==> src/rtl/planta_pkg.sv <==
// Shared plant-status definitions for the telemetry serial link.
// Also used by the receive-side decoder.
package planta_pkg;

  localparam logic [7:0]  CABECERA = 8'hA5;
  localparam int unsigned N_BYTES  = 7;
  localparam int unsigned HUM_W    = 12;
  localparam int unsigned HORA_W   = 16;
  localparam int unsigned TIPO_W   = 4;

  typedef enum logic [1:0] {StIdle, StStart, StData, StStop} tx_state_e;
  typedef enum logic [1:0] {SeqIdle, SeqSend, SeqFin} seq_state_e;

  typedef struct packed {
    logic [TIPO_W-1:0] tipo;
    logic [HUM_W-1:0]  humedad;
    logic [HORA_W-1:0] hora;
    logic              luz;
    logic              grifo;
    logic              bomba;
    logic              activar;
  } snapshot_t;

  // Frame byte idx of a snapshot; the checksum covers bytes 1..5 only.
  function automatic logic [7:0] frame_byte(snapshot_t s, logic [2:0] idx);
    logic [7:0] b1, b2, b3, b4, b5;
    b1 = {s.tipo, s.humedad[11:8]};
    b2 = s.humedad[7:0];
    b3 = s.hora[15:8];
    b4 = s.hora[7:0];
    b5 = {4'b0, s.luz, s.grifo, s.bomba, s.activar};
    case (idx)
      3'd0:    return CABECERA;
      3'd1:    return b1;
      3'd2:    return b2;
      3'd3:    return b3;
      3'd4:    return b4;
      3'd5:    return b5;
      3'd6:    return b1 ^ b2 ^ b3 ^ b4 ^ b5;
      default: return 8'h00;
    endcase
  endfunction

endpackage

==> src/rtl/transmisor_estado_if.sv <==
// Request/status bundle between the plant controller and the telemetry transmitter.
interface transmisor_estado_if;
  import planta_pkg::*;

  logic              enviar;
  logic [HUM_W-1:0]  humedad;
  logic [HORA_W-1:0] hora;
  logic [TIPO_W-1:0] tipoPlanta;
  logic              activarB;
  logic              MODbomba;
  logic              MODgrifo;
  logic              MODluz;
  logic              tx;
  logic              ocupado;
  logic              hecho;

  modport master (
    output enviar, humedad, hora, tipoPlanta, activarB, MODbomba, MODgrifo, MODluz,
    input  tx, ocupado, hecho
  );

  modport slave (
    input  enviar, humedad, hora, tipoPlanta, activarB, MODbomba, MODgrifo, MODluz,
    output tx, ocupado, hecho
  );

endinterface

==> src/rtl/uart_tx_byte.sv <==
// Single-byte 8N1 serializer, LSB first, DIV clocks per bit.
// libre marks the edges where a new byte may be loaded, including the last stop cycle.
module uart_tx_byte
  import planta_pkg::*;
#(
  parameter int unsigned DIV = 5208
) (
  input  logic       clk,
  input  logic       rst_n,
  input  logic       cargar,
  input  logic [7:0] dato,
  output logic       tx,
  output logic       libre
);

  localparam int unsigned    CntW   = (DIV > 1) ? $clog2(DIV) : 1;
  localparam logic [CntW-1:0] CntMax = CntW'(DIV - 1);

  tx_state_e       state_q, state_d;
  logic [CntW-1:0] cnt_q, cnt_d;
  logic [2:0]      bit_idx_q, bit_idx_d;
  logic [7:0]      shift_q, shift_d;
  logic            tx_q, tx_d;
  logic            fin_bit;

  assign fin_bit = (cnt_q == CntMax);

  always_ff @(posedge clk or negedge rst_n) begin
    if (!rst_n) begin
      state_q   <= StIdle;
      cnt_q     <= '0;
      bit_idx_q <= '0;
      shift_q   <= '0;
      tx_q      <= 1'b1;
    end else begin
      state_q   <= state_d;
      cnt_q     <= cnt_d;
      bit_idx_q <= bit_idx_d;
      shift_q   <= shift_d;
      tx_q      <= tx_d;
    end
  end

  always_comb begin
    state_d   = state_q;
    cnt_d     = cnt_q;
    bit_idx_d = bit_idx_q;
    shift_d   = shift_q;
    tx_d      = tx_q;
    unique case (state_q)
      StIdle: begin
        tx_d = 1'b1;
        if (cargar) begin
          state_d = StStart;
          cnt_d   = '0;
          shift_d = dato;
          tx_d    = 1'b0;
        end
      end
      StStart: begin
        if (fin_bit) begin
          state_d   = StData;
          cnt_d     = '0;
          bit_idx_d = '0;
          tx_d      = shift_q[0];
        end else begin
          cnt_d = cnt_q + 1'b1;
        end
      end
      StData: begin
        if (fin_bit) begin
          cnt_d = '0;
          if (bit_idx_q == 3'd7) begin
            state_d = StStop;
            tx_d    = 1'b1;
          end else begin
            bit_idx_d = bit_idx_q + 3'd1;
            shift_d   = {1'b0, shift_q[7:1]};
            tx_d      = shift_q[1];
          end
        end else begin
          cnt_d = cnt_q + 1'b1;
        end
      end
      StStop: begin
        if (fin_bit) begin
          cnt_d = '0;
          // Chained load keeps consecutive bytes gapless.
          if (cargar) begin
            state_d = StStart;
            shift_d = dato;
            tx_d    = 1'b0;
          end else begin
            state_d = StIdle;
          end
        end else begin
          cnt_d = cnt_q + 1'b1;
        end
      end
      default: state_d = StIdle;
    endcase
  end

  always_comb begin
    libre = (state_q == StIdle) || ((state_q == StStop) && fin_bit);
  end

  assign tx = tx_q;

endmodule

==> src/rtl/transmisor_estado.sv <==
// Plant-status telemetry transmitter: snapshots inputs on a send request and
// emits a 7-byte header/payload/XOR frame through the byte serializer.
module transmisor_estado
  import planta_pkg::*;
#(
  parameter int unsigned DIV = 5208
) (
  input logic                clk,
  input logic                rst_n,
  transmisor_estado_if.slave bus
);

  localparam logic [2:0] LastIdx = 3'(N_BYTES - 1);

  seq_state_e state_q, state_d;
  logic [2:0] byte_idx_q, byte_idx_d;
  snapshot_t  snap_q, snap_d;
  logic       ocupado_q, ocupado_d;
  logic       hecho_q, hecho_d;
  logic       cargar;
  logic       libre;
  logic [7:0] dato;
  logic       tx;

  uart_tx_byte #(
    .DIV (DIV)
  ) u_uart_tx_byte (
    .clk    (clk),
    .rst_n  (rst_n),
    .cargar (cargar),
    .dato   (dato),
    .tx     (tx),
    .libre  (libre)
  );

  always_ff @(posedge clk or negedge rst_n) begin
    if (!rst_n) begin
      state_q    <= SeqIdle;
      byte_idx_q <= '0;
      snap_q     <= '0;
      ocupado_q  <= 1'b0;
      hecho_q    <= 1'b0;
    end else begin
      state_q    <= state_d;
      byte_idx_q <= byte_idx_d;
      snap_q     <= snap_d;
      ocupado_q  <= ocupado_d;
      hecho_q    <= hecho_d;
    end
  end

  always_comb begin
    state_d    = state_q;
    byte_idx_d = byte_idx_q;
    snap_d     = snap_q;
    unique case (state_q)
      SeqIdle: begin
        if (bus.enviar) begin
          state_d    = SeqSend;
          byte_idx_d = '0;
          snap_d     = {bus.tipoPlanta, bus.humedad, bus.hora,
                        bus.MODluz, bus.MODgrifo, bus.MODbomba, bus.activarB};
        end
      end
      SeqSend: begin
        if (libre) begin
          if (byte_idx_q == LastIdx) begin
            state_d = SeqFin;
          end else begin
            byte_idx_d = byte_idx_q + 3'd1;
          end
        end
      end
      SeqFin: begin
        state_d    = SeqIdle;
        byte_idx_d = '0;
      end
      default: state_d = SeqIdle;
    endcase
  end

  // The header is constant, so the first byte loads on the accepting edge,
  // before the snapshot register has been written.
  always_comb begin
    cargar    = 1'b0;
    dato      = CABECERA;
    ocupado_d = 1'b1;
    hecho_d   = 1'b0;
    unique case (state_q)
      SeqIdle: begin
        cargar    = bus.enviar;
        ocupado_d = bus.enviar;
      end
      SeqSend: begin
        cargar = libre && (byte_idx_q != LastIdx);
        dato   = frame_byte(snap_q, byte_idx_q + 3'd1);
      end
      SeqFin: begin
        ocupado_d = 1'b0;
        hecho_d   = 1'b1;
      end
      default: ocupado_d = 1'b0;
    endcase
  end

  assign bus.tx      = tx;
  assign bus.ocupado = ocupado_q;
  assign bus.hecho   = hecho_q;

endmodule

==> src/flat_wrapper.sv <==
// flat-port wrapper written by rule: the top's interface ports become plain ports
module transmisor_estado_flat import planta_pkg::*;
#(
  parameter int unsigned DIV = 5208
)
  (clk, rst_n, bus_enviar, bus_humedad, bus_hora, bus_tipoPlanta, bus_activarB, bus_MODbomba, bus_MODgrifo, bus_MODluz, bus_tx, bus_ocupado, bus_hecho);
  transmisor_estado_if bus_i ();
  input logic clk;
  input logic rst_n;
  input wire logic [$bits(bus_i.enviar)-1:0] bus_enviar;
  input wire logic [$bits(bus_i.humedad)-1:0] bus_humedad;
  input wire logic [$bits(bus_i.hora)-1:0] bus_hora;
  input wire logic [$bits(bus_i.tipoPlanta)-1:0] bus_tipoPlanta;
  input wire logic [$bits(bus_i.activarB)-1:0] bus_activarB;
  input wire logic [$bits(bus_i.MODbomba)-1:0] bus_MODbomba;
  input wire logic [$bits(bus_i.MODgrifo)-1:0] bus_MODgrifo;
  input wire logic [$bits(bus_i.MODluz)-1:0] bus_MODluz;
  output wire logic [$bits(bus_i.tx)-1:0] bus_tx;
  output wire logic [$bits(bus_i.ocupado)-1:0] bus_ocupado;
  output wire logic [$bits(bus_i.hecho)-1:0] bus_hecho;
  assign bus_i.enviar = bus_enviar;
  assign bus_i.humedad = bus_humedad;
  assign bus_i.hora = bus_hora;
  assign bus_i.tipoPlanta = bus_tipoPlanta;
  assign bus_i.activarB = bus_activarB;
  assign bus_i.MODbomba = bus_MODbomba;
  assign bus_i.MODgrifo = bus_MODgrifo;
  assign bus_i.MODluz = bus_MODluz;
  assign bus_tx = bus_i.tx;
  assign bus_ocupado = bus_i.ocupado;
  assign bus_hecho = bus_i.hecho;
  transmisor_estado #(.DIV(DIV)) u_core (.clk(clk), .rst_n(rst_n), .bus(bus_i));
endmodule
==> config.mk <==
export PLATFORM = sky130hd
export DESIGN_NAME = transmisor_estado_flat
export DESIGN_NICKNAME = d
export VERILOG_FILES = /design/src/rtl/planta_pkg.sv /design/src/rtl/transmisor_estado_if.sv /design/src/rtl/uart_tx_byte.sv /design/src/rtl/transmisor_estado.sv /design/src/flat_wrapper.sv
export SDC_FILE = /design/constraint.sdc
export NUM_CORES = 1
export LEC_CHECK = 0
export ABC_AREA = 1
export CAP_MARGIN = 5
export CORE_UTILIZATION = 64
export CTS_BUF_LIST = sky130_fd_sc_hd__clkbuf_8
export DETAILED_ROUTE_END_ITERATION = 12
export GPL_TIMING_DRIVEN = 0
export MAX_ROUTING_LAYER = met4
export PLACE_DENSITY = 0.88
export SLEW_MARGIN = 20
export SYNTH_ARGS = -nofsm -noshare
export SYNTH_HDL_FRONTEND = slang
export SYNTH_SLANG_ARGS = --single-unit
export TNS_END_PERCENT = 10
==> constraint.sdc <==
create_clock -name clk -period 2.7 [get_ports clk]
set_input_delay 0.81 -clock clk [delete_from_list [all_inputs] [get_ports clk]]
set_output_delay 0.81 -clock clk [all_outputs]
set_load 0.1 [all_outputs]
==> results of run 1 <==
==> metal layers <==
metal	up-vias	global-route usage	routed length (um)
li1	1774	-	-
met1	1737	0.379	4010
met2	130	0.556	4870
met3	27	0.0637	502
met4	0	0.177	225
met5	-	-	0
==> final cells by class <==
| cell class | instances | area, um^2 |
|---|---|---|
| plain buffers | 10 | 57.6 |
| clock buffers | 11 | 151 |
| clock inverters | 5 | 48.8 |
| fillers | 436 | 1220 |
| inverters | 66 | 248 |
| multi-input cells | 379 | 2060 |
| flip-flops and latches | 70 | 1750 |
| well taps | 75 | 93.8 |
| repair buffers | 42 | 427 |
==> what timing repair did <==
item | 4_1_cts | 5_1_grt
hold buffers | 0 | 0
gates resized for setup | 1 | 0
endpoints found under the setup margin | 1 | 0
==> cells in the final DEF (no fill, tap or decap), types with 3 or more instances in the layout <==
cell type and instances:
a21oi_1 19, buf_2 7, clkbuf_8 11, clkdlybuf4s50_1 39, clkinv_2 3, dfrtp_1 69
ha_1 15, inv_1 62, inv_2 4, mux2_2 20, nand2_1 170, nand2_2 3
nand3_1 33, nand4_1 6, nor2_1 37, nor2_2 6, nor3_1 4, o21ai_0 23
o22ai_1 4, or2_2 3, xnor2_1 10, xor2_1 8
==> flip-flops by register name (all words and copies together) (netlist names), 2 cells and up <==
signal                           count
u_core.byte_idx_q                    3
u_core.u_uart_tx_byte.shift_q        8
u_core.u_uart_tx_byte.cnt_q         13
u_core.u_uart_tx_byte.bit_idx_q      3
u_core.u_uart_tx_byte.state_q        2
u_core.state_q                       2
u_core.snap_q                       36
==> through the flow <==
| step | hold WS [ns] | instance area [um^2] |
|---|---|---|
| final | 0.392 | 4840 |
| after global routing | 0.429 | 4840 |
| after CTS | 0.414 | 4840 |
| after detailed placement | 0.465 | 4640 |
| after global placement | 0.455 | 4620 |
| after floorplan | 0.440 | 4120 |
==> power by group <==
| group | switching [W] | internal (W) |
|---|---|---|
| logic | 0.0000285 | 0.0000506 |
| clock network | 0.000414 | 0.000469 |
| registers | 0 | 0.00105 |
| total | 0.000442 | 0.00157 |
==> synthesized netlist by cell type, drive strengths merged (2+ instances only) <==
library cell	n
ha	15
nor3	6
inv	65
a21oi	20
o21ai	26
xor2	8
xnor2	10
nand2	174
nand4	6
mux2	20
nor2	45
dfrtp	69
o211ai	2
buf	9
nand3	36
or2	3
o22ai	4
==> kinds of logic (layout without fill, tap and decap cells) <==
group                    count (synthesis)  after routing  synth area share
AO/OA/AOI/OAI                           56             56            0.0766
flip-flops                              70             70             0.426
buffers and inverters                   76            134            0.0741
multiplexers                            20             20            0.0547
XOR/XNOR                                18             18            0.0383
AND/OR/NAND/NOR                        270            270             0.285
adder cells (fa/ha/maj)                 15             15            0.0456
==> final timing paths <==
check                                            startpoint                          endpoint  slack [ns]  cells after the start
min in group clk                   u_core.u_uart_tx_byte.tx          u_core.u_uart_tx_byte.tx        0.47                      2
hold / removal                                        rst_n    u_core.u_uart_tx_byte.cnt_q[5]        0.39                      1
hold reg to reg                    u_core.u_uart_tx_byte.tx          u_core.u_uart_tx_byte.tx        0.47                      2
setup / recovery                           u_core.bus.hecho                         bus_hecho        0.07                      1
max in group asynchronous                             rst_n                  u_core.snap_q[2]        1.75                      2
setup reg to reg           u_core.u_uart_tx_byte.state_q[0]  u_core.u_uart_tx_byte.shift_q[7]        0.72                     10
==> flow_summary_export.csv, run 1 <==
group,metric,value,unit
outcome,status,"finished clean",
clock_tree,cts_num_sinks,70,
sta,clock_skew,0.0111,ns
global_route,antenna_found_initial,0,
global_route,grt_max_degree,37,
cells_and_area,n_antenna_cell,0,
synthesis,synthTopCellsByArea,"dfrtp_1 42%, nand2_1 15%, inv_1 5.6%",
cells_and_area,post-route-util,0.798,
route,wl_per_cell,14.6,um
sta,rsz0062_at_grt,"false",
sta,setup_violations,0,
setup_path,path_class,"reg2out",
setup_path,arrival,1.82,ns
placed_design,dp_cells,642,
setup_path,crit_fanout,1,
setup_path,critPathLaunchType,"flip-flop",
synthesis,postSynthRegisterBits,70,
sta,max_freq,380,MHz
placed_design,routabilityCongestion,0.865,
sta,layout_setup_ws,0.0655,ns
floorplan,core,6060,um^2
floorplan,chipWidth,82.2,um
synthesis,async_flop_share,1.00,
clock_tree,cts_tree,"yes",
route,drt_iter0_drc,259,
sta,fin_crit_sh,0.976,
power_and_ir_drop,p_per_area,415,nW/um^2
route,viasPerCell,5.57,
global_route,first_global_vias,3710,
cells_and_area,area_growth,17.5,%
floorplan,die_area,6760,um^2
synthesis,synth_nets,579,
setup_path,crit_chain,"clkdlybuf4s50_1",
global_route,grt_pass1_wl,16.4,mm
clock_tree,clk_latency,0.36,ns
clock_tree,root_buffer,"clkbuf_8",
route,ant_nets,0,
power_and_ir_drop,total_power,0.00201,W
synthesis,synth_flop_cell,"dfrtp_1",
sta,final.min_clock_period,2.63,ns
synthesis,synth.top_cell.area_share,0.419,
hold_path,min_path_type,"in2async",
route,vias,3668,
synthesis,synth_warnings,0,
setup_path,max_stage_delay,1.13,ns
synthesis,syn_area_per_cell,7.84,um^2
synthesis,syn_inst,525,
floorplan,rows,28,
placed_design,post-place-ws,0.237,ns
synthesis,ys_seq_area_frac,0.426,
sta,finalMaxSlewViolations,0,
route,wirelength,9.61,mm
cells_and_area,fin_cells,658,
power_and_ir_drop,p_leak,2.56,nW
power_and_ir_drop,ir_drop,0.342,mV
sta,tightest_slew,0.968,ns
clock_tree,cts_buffer_depth,2,
route,first_pass_iters,5,
synthesis,synth-edff-count,0,
setup_path,cp.buffers_inverters,1,
setup_path,cp-end-kind,"output port",
clock_tree,clk_pin_slew,0.08,ns
synthesis,yosysTopAreaCell,"dfrtp_1",
cells_and_area,finalNetCount,632,
clock_tree,cts_max_level,3,
placed_design,portBuffers,41,
sta,slew_headroom,0.353,
setup_path,cp_top_family,"buffers and inverters",
clock_tree,post-cts-setup-buffers,0,
global_route,gr-total-overflow,0,
floorplan,start_util,0.679,
run,cap_violations,0,
setup_path,worst_path_max_delay_cell,"clkdlybuf4s50_1",
cells_and_area,layout-drive-gt1-share,0.127,
route,drc,0,
floorplan,die_height,82.2,um
synthesis,synth_area,4120,um^2
synthesis,yosysUniqueCellTypes,37,
setup_path,crit_required,1.89,ns
sta,hold_viol,0,
clock_tree,cts_buffers,9,
placed_design,dp_hpwl,7.05,mm
sta,fin_tns_setup,0,ns
floorplan,io_pins,42,
global_route,gr-usage-all-layers,0.333,
No activity file was read; power rests on OpenSTA's default activity.
==> inputs of run 2 (changes only) <==
CORE_UTILIZATION = 52   (was 64)
CTS_BUF_LIST = default   (was sky130_fd_sc_hd__clkbuf_8)
GPL_TIMING_DRIVEN = default   (was 0)
PLACE_DENSITY = 0.77   (was 0.88)
clock period = 2.2 ns   (was 2.7 ns; I/O delays follow)
==> run 2 against run 1 <==
Effect of this change:
- first-iteration DRC count decreased by 31%
- sequential share of layout area decreased by 0.52 points
- cell area increased by 1.4%
- largest cell class unchanged
==> flow_summary_export.csv, run 2 (synthesis results as in run 1) <==
group,metric,value,unit
cells_and_area,largest_reg_flops,36,
route,wirelength,8.63,mm
setup_path,max_stage_delay,0.45,ns
route,drt_iter0_drc,178,
setup_path,crit_fanout,11,
clock_tree,cts_max_level,3,
global_route,first_global_vias,3372,
sta,max_freq,502,MHz
clock_tree,holdBufCountCts,0,
sta,slew_headroom,0.726,
floorplan,rows,32,
cells_and_area,area_growth,19.2,%
floorplan,die_area,8280,um^2
clock_tree,root_buffer,"clkbuf_8",
setup_path,path_class,"reg2reg",
setup_path,crit_chain,"inv_1 > ha_1 > nand2_1 > nand4_1 > a21oi_2 > nand2_2 > inv_1 > nand2_1 > nand2_1",
cells_and_area,final.fill_count,654,
placed_design,portBuffers,41,
sta,fin_crit_sh,0.906,
setup_path,worstReg2RegStart,"u_core.u_uart_tx_byte.state_q[0]",
sta,fin_tns_setup,0,ns
setup_path,reg2reg_depth,9,
setup_path,worst_path_max_delay_cell,"dfrtp_1",
sta,finalMaxSlewViolations,0,
cells_and_area,regMostFlops,"u_core.snap_q",
clock_tree,cts_tree,"yes",
floorplan,chipWidth,91.0,um
power_and_ir_drop,p_leak,2.57,nW
cells_and_area,finalNetCount,629,
route,drc,0,
cells_and_area,final_common_cell,"nand2_1",
global_route,antenna_found_initial,0,
floorplan,io_pins,42,
setup_path,crit_required,2.48,ns
clock_tree,post-cts-setup-buffers,0,
sta,final.min_clock_period,1.99,ns
power_and_ir_drop,p_per_area,520,nW/um^2
sta,setup_violations,0,
global_route,grt_pass1_wl,14.9,mm
placed_design,place_area,4690,um^2
clock_tree,cts_buffers,9,
run,cap_violations,0,
clock_tree,cts_num_sinks,70,
cells_and_area,layout-drive-gt1-share,0.131,
setup_path,reg2reg_slack,0.21,ns
cells_and_area,n_antenna_cell,0,
floorplan,die_height,91.0,um
cells_and_area,final_area,4910,um^2
global_route,gr-usage-all-layers,0.232,
hold_path,min_path_type,"in2async",
setup_path,cp_common_cell,"nand2_1",
setup_path,arrival,2.28,ns
global_route,gr-total-overflow,0,
cells_and_area,final_cell_mix,"170 x nand2_1, 69 x dfrtp_1, 61 x inv_1",
placed_design,routabilityCongestion,0.864,
clock_tree,clk_pin_slew,0.08,ns
sta,tightest_slew,0.411,ns
global_route,grt_max_degree,71,
setup_path,critPathLaunchType,"flip-flop",
route,ant_nets,0,
floorplan,core,7690,um^2
setup_path,cp-end-kind,"flip-flop",
power_and_ir_drop,ir_drop,0.383,mV
sta,hold_ws,0.329,ns
sta,hold_viol,0,
sta,clock_skew,0.0116,ns
cells_and_area,largestRegisters,"u_core.snap_q x36, u_core.u_uart_tx_byte.cnt_q x13, u_core.u_uart_tx_byte.shift_q x8",
clock_tree,cts_buffer_depth,2,
route,viasPerCell,5.11,
route,vias,3482,
route,wl_per_cell,12.7,um
setup_path,r2r_end,"u_core.u_uart_tx_byte.shift_q[6]",
floorplan,start_util,0.536,
route,first_pass_iters,4,
sta,rsz0062_at_grt,"false",
outcome,status,"finished clean",
clock_tree,clk_latency,0.35,ns
clock_tree,cts_resized,0,
placed_design,dp_hpwl,6.37,mm
-- run 2: changes by cell type in the layout (fill, tap and decap cells not counted), moves of 2 or more --
cell             previous run  this run
buf_4                       2         8
buf_2                       7         1
buf_12                      1         3
clkinv_2                    3         1
clkdlybuf4s50_1            39        37
-- run 2: worst max-delay path: cells and delay by family, from the launching register on --
kind	cells	cell delay (ns)
compound gates	1	0.24
fa+ha+maj	1	0.31
buf+inv	2	0.29
flops	1	0.45
simple gates	5	0.65
-- run 2: through the flow --
stage / cells / setup WS, ns / util / power (W)
floorplan: 525 / 0.564 / - / 0.00131
global placement: 666 / 0.141 / 0.610 / 0.00141
detailed placement: 666 / 0.0596 / 0.610 / 0.00141
CTS: 681 / 0.223 / 0.639 / 0.00257
global route: 681 / 0.0600 / 0.639 / 0.00263
finish: 681 / 0.207 / 0.639 / 0.00255
-- run 2: layout make-up --
cell class	count	area [um^2]	area share
clock inverter	5	82.6	0.0168
clock buffer	10	138	0.0280
tap	102	128	0.0260
inverter	66	248	0.0505
sequential	70	1750	0.357
timing repair buffer	49	495	0.101
multi-input combinational	379	2060	0.421
-- run 2: per-layer routing --
layer / up-vias / GRT usage / wire length [um] / share of wire
met1: 1626 / 0.279 / 3870 / 0.45
met2: 82 / 0.396 / 4320 / 0.50
met4: 0 / 0.0661 / 77 / 0.0089
met3: 9 / 0.0469 / 364 / 0.042
met5: - / - / 0 / 0
li1: 1765 / - / - / -
-- run 2: worst max path at each step --
stage	from	end	slack (ns)
5_1_grt	u_core.u_uart_tx_byte.state_q[0]	u_core.u_uart_tx_byte.shift_q[3]	0.06
4_1_cts	u_core.u_uart_tx_byte.state_q[0]	u_core.u_uart_tx_byte.shift_q[6]	0.22
2_1_floorplan	u_core.u_uart_tx_byte.state_q[0]	u_core.u_uart_tx_byte.state_q[0]	0.56
6_report	u_core.u_uart_tx_byte.state_q[0]	u_core.u_uart_tx_byte.shift_q[6]	0.21
3_3_place_gp	bus_enviar	u_core.u_uart_tx_byte.state_q[0]	0.14
3_5_place_dp	bus_enviar	u_core.u_uart_tx_byte.state_q[0]	0.06
-- run 2: power by group --
group           total, W  internal, W  switching (W)
Sequential       0.00129      0.00129              0
Clock            0.00117     0.000667       0.000503
Combinational  0.0000966    0.0000618      0.0000348
Total            0.00255      0.00201       0.000538
==> inputs of run 3 (changes only) <==
CORE_MARGIN = 2   (was default)
==> run 3 against run 2 <==
Effect of this change:
- cell area decreased by 0.76%
- clock power down 13%
- first-iteration DRC count grew 12%
- clock skew barely moved
- clock-buffer cell count increased by 2
- register-to-register slack about the same
- critical path depth unchanged
- critical path type unchanged
- critical endpoint unchanged
- die area increased by 4.4%
==> flow_summary_export.csv, run 3 (synthesis results as in run 1) <==
group,metric,value,unit
cells_and_area,fin_cells,682,
floorplan,die_area,8650,um^2
setup_path,crit_chain,"inv_1 > ha_1 > nand2_1 > nand4_1 > a21oi_2 > nand2_2 > inv_1 > nand2_1 > nand2_1",
cells_and_area,n_antenna_cell,0,
cells_and_area,finalNetCount,629,
sta,setup_violations,0,
power_and_ir_drop,pwr-share-comb,0.041,
cells_and_area,layout-drive-gt1-share,0.128,
sta,tightest_slew,0.422,ns
floorplan,die_height,93.0,um
sta,slew_headroom,0.718,
clock_tree,root_buffer,"clkbuf_8",
floorplan,rows,32,
setup_path,crit_fanout,11,
sta,max_freq,504,MHz
setup_path,path_class,"reg2reg",
outcome,status,"finished clean",
power_and_ir_drop,p_leak,2.54,nW
global_route,grt_max_degree,71,
sta,final.min_clock_period,1.99,ns
route,vias,3542,
setup_path,cp_common_cell,"nand2_1",
setup_path,worst_path_max_delay_cell,"dfrtp_1",
setup_path,arrival,2.27,ns
floorplan,io_pins,42,
placed_design,dp_cells,666,
route,wl_per_cell,13.2,um
setup_path,cp-end-kind,"flip-flop",
power_and_ir_drop,clkPwrFrac,0.424,
clock_tree,cts_resized,0,
route,viasPerCell,5.19,
sta,fin_tns_setup,0,ns
cells_and_area,final_common_cell,"nand2_1",
setup_path,crit_required,2.48,ns
clock_tree,clk_latency,0.35,ns
power_and_ir_drop,ir_drop,0.322,mV
sta,hold_ws,0.327,ns
cells_and_area,final.fill_count,649,
power_and_ir_drop,power.internal,0.00187,W
route,drc,0,
run,cap_violations,0,
floorplan,chipWidth,93.0,um
power_and_ir_drop,total_power,0.00240,W
clock_tree,cts_buffer_depth,2,
clock_tree,cts_tree,"yes",
setup_path,critPathLaunchType,"flip-flop",
setup_path,max_stage_delay,0.46,ns
setup_path,reg2reg_slack,0.21,ns
global_route,gr-total-overflow,0,
clock_tree,clk_pin_slew,0.08,ns
clock_tree,holdBufCountCts,0,
route,drt_iter0_drc,200,
cells_and_area,area_growth,18.3,%
cells_and_area,largest_reg_flops,36,
placed_design,routabilityCongestion,0.894,
power_and_ir_drop,p_sw_frac,0.222,
route,ant_nets,0,
global_route,first_global_vias,3372,
route,wirelength,8.98,mm
route,first_pass_iters,4,
cells_and_area,regMostFlops,"u_core.snap_q",
sta,finalMaxSlewViolations,0,
clock_tree,cts_num_sinks,70,
cells_and_area,final_cell_mix,"170 x nand2_1, 69 x dfrtp_1, 61 x inv_1",
power_and_ir_drop,p_per_area,493,nW/um^2
floorplan,start_util,0.536,
floorplan,core,7690,um^2
hold_path,min_path_type,"in2async",
clock_tree,post-cts-setup-buffers,0,
setup_path,cp.buffers_inverters,2,
cells_and_area,largestRegisters,"u_core.snap_q x36, u_core.u_uart_tx_byte.cnt_q x13, u_core.u_uart_tx_byte.shift_q x8",
sta,hold_viol,0,
clock_tree,cts_max_level,3,
setup_path,reg2reg_depth,9,
sta,rsz0062_at_grt,"false",
power_and_ir_drop,p_sw,0.000532,W
setup_path,worstReg2RegStart,"u_core.u_uart_tx_byte.state_q[0]",
global_route,gr-usage-all-layers,0.222,
sta,fin_crit_sh,0.903,
placed_design,dp_hpwl,6.62,mm
placed_design,portBuffers,41,
global_route,antenna_found_initial,0,
global_route,grt_pass1_wl,14.9,mm
clock_tree,cts_buffers,9,
sta,clock_skew,0.0112,ns
setup_path,r2r_end,"u_core.u_uart_tx_byte.shift_q[6]",
setup_path,cp_top_family,"simple AND/OR/NAND/NOR gates",
power_and_ir_drop,seqPwrFrac,0.535,
run 3: layout make-up:
| class | instances | area [um^2] | share of cell area |
|---|---|---|---|
| multi-input combinational | 379 | 2060 | 0.424 |
| clock buffer | 12 | 135 | 0.0277 |
| tap | 102 | 128 | 0.0262 |
| inverter | 66 | 248 | 0.0509 |
| sequential | 70 | 1750 | 0.360 |
| clock inverter | 4 | 47.5 | 0.00976 |
| timing repair buffer | 49 | 495 | 0.102 |
run 3: how the worst max path moves through the flow:
| stage | to | from | depth (start not counted) |
|---|---|---|---|
| finish | u_core.u_uart_tx_byte.shift_q[6] | u_core.u_uart_tx_byte.state_q[0] | 9 |
| floorplan | u_core.u_uart_tx_byte.state_q[0] | u_core.u_uart_tx_byte.state_q[0] | 11 |
| global route | u_core.u_uart_tx_byte.shift_q[3] | u_core.u_uart_tx_byte.state_q[0] | 10 |
| global placement | u_core.u_uart_tx_byte.state_q[0] | bus_enviar | 8 |
| CTS | u_core.u_uart_tx_byte.shift_q[3] | u_core.u_uart_tx_byte.state_q[0] | 10 |
| detailed placement | u_core.u_uart_tx_byte.state_q[0] | bus_enviar | 8 |
run 3: power groups by stage:
stage | logic (W) | clock network [W] | registers, W
floorplan | 0.00000146 | 0 | 0.00131
global placement | 0.0000976 | 0 | 0.00131
detailed placement | 0.000100 | 0 | 0.00131
CTS | 0.000100 | 0.00102 | 0.00129
global route | 0.000107 | 0.00108 | 0.00129
finish | 0.0000973 | 0.00102 | 0.00129
run 3: stage by stage:
| stage | area [um^2] | utilization | setup slack [ns] |
|---|---|---|---|
| 2_1_floorplan | 4120 | - | 0.564 |
| 3_3_place_gp | 4690 | 0.610 | 0.143 |
| 3_5_place_dp | 4690 | 0.610 | -0.0110 |
| 4_1_cts | 4870 | 0.634 | 0.240 |
| 5_1_grt | 4870 | 0.634 | 0.0580 |
| 6_report | 4870 | 0.634 | 0.214 |
run 3: metal layers:
layer	track usage	part of all wire
met2	0.367	0.49
met3	0.0298	0.041
met4	0.0821	0.015
met1	0.282	0.45
met5	-	0
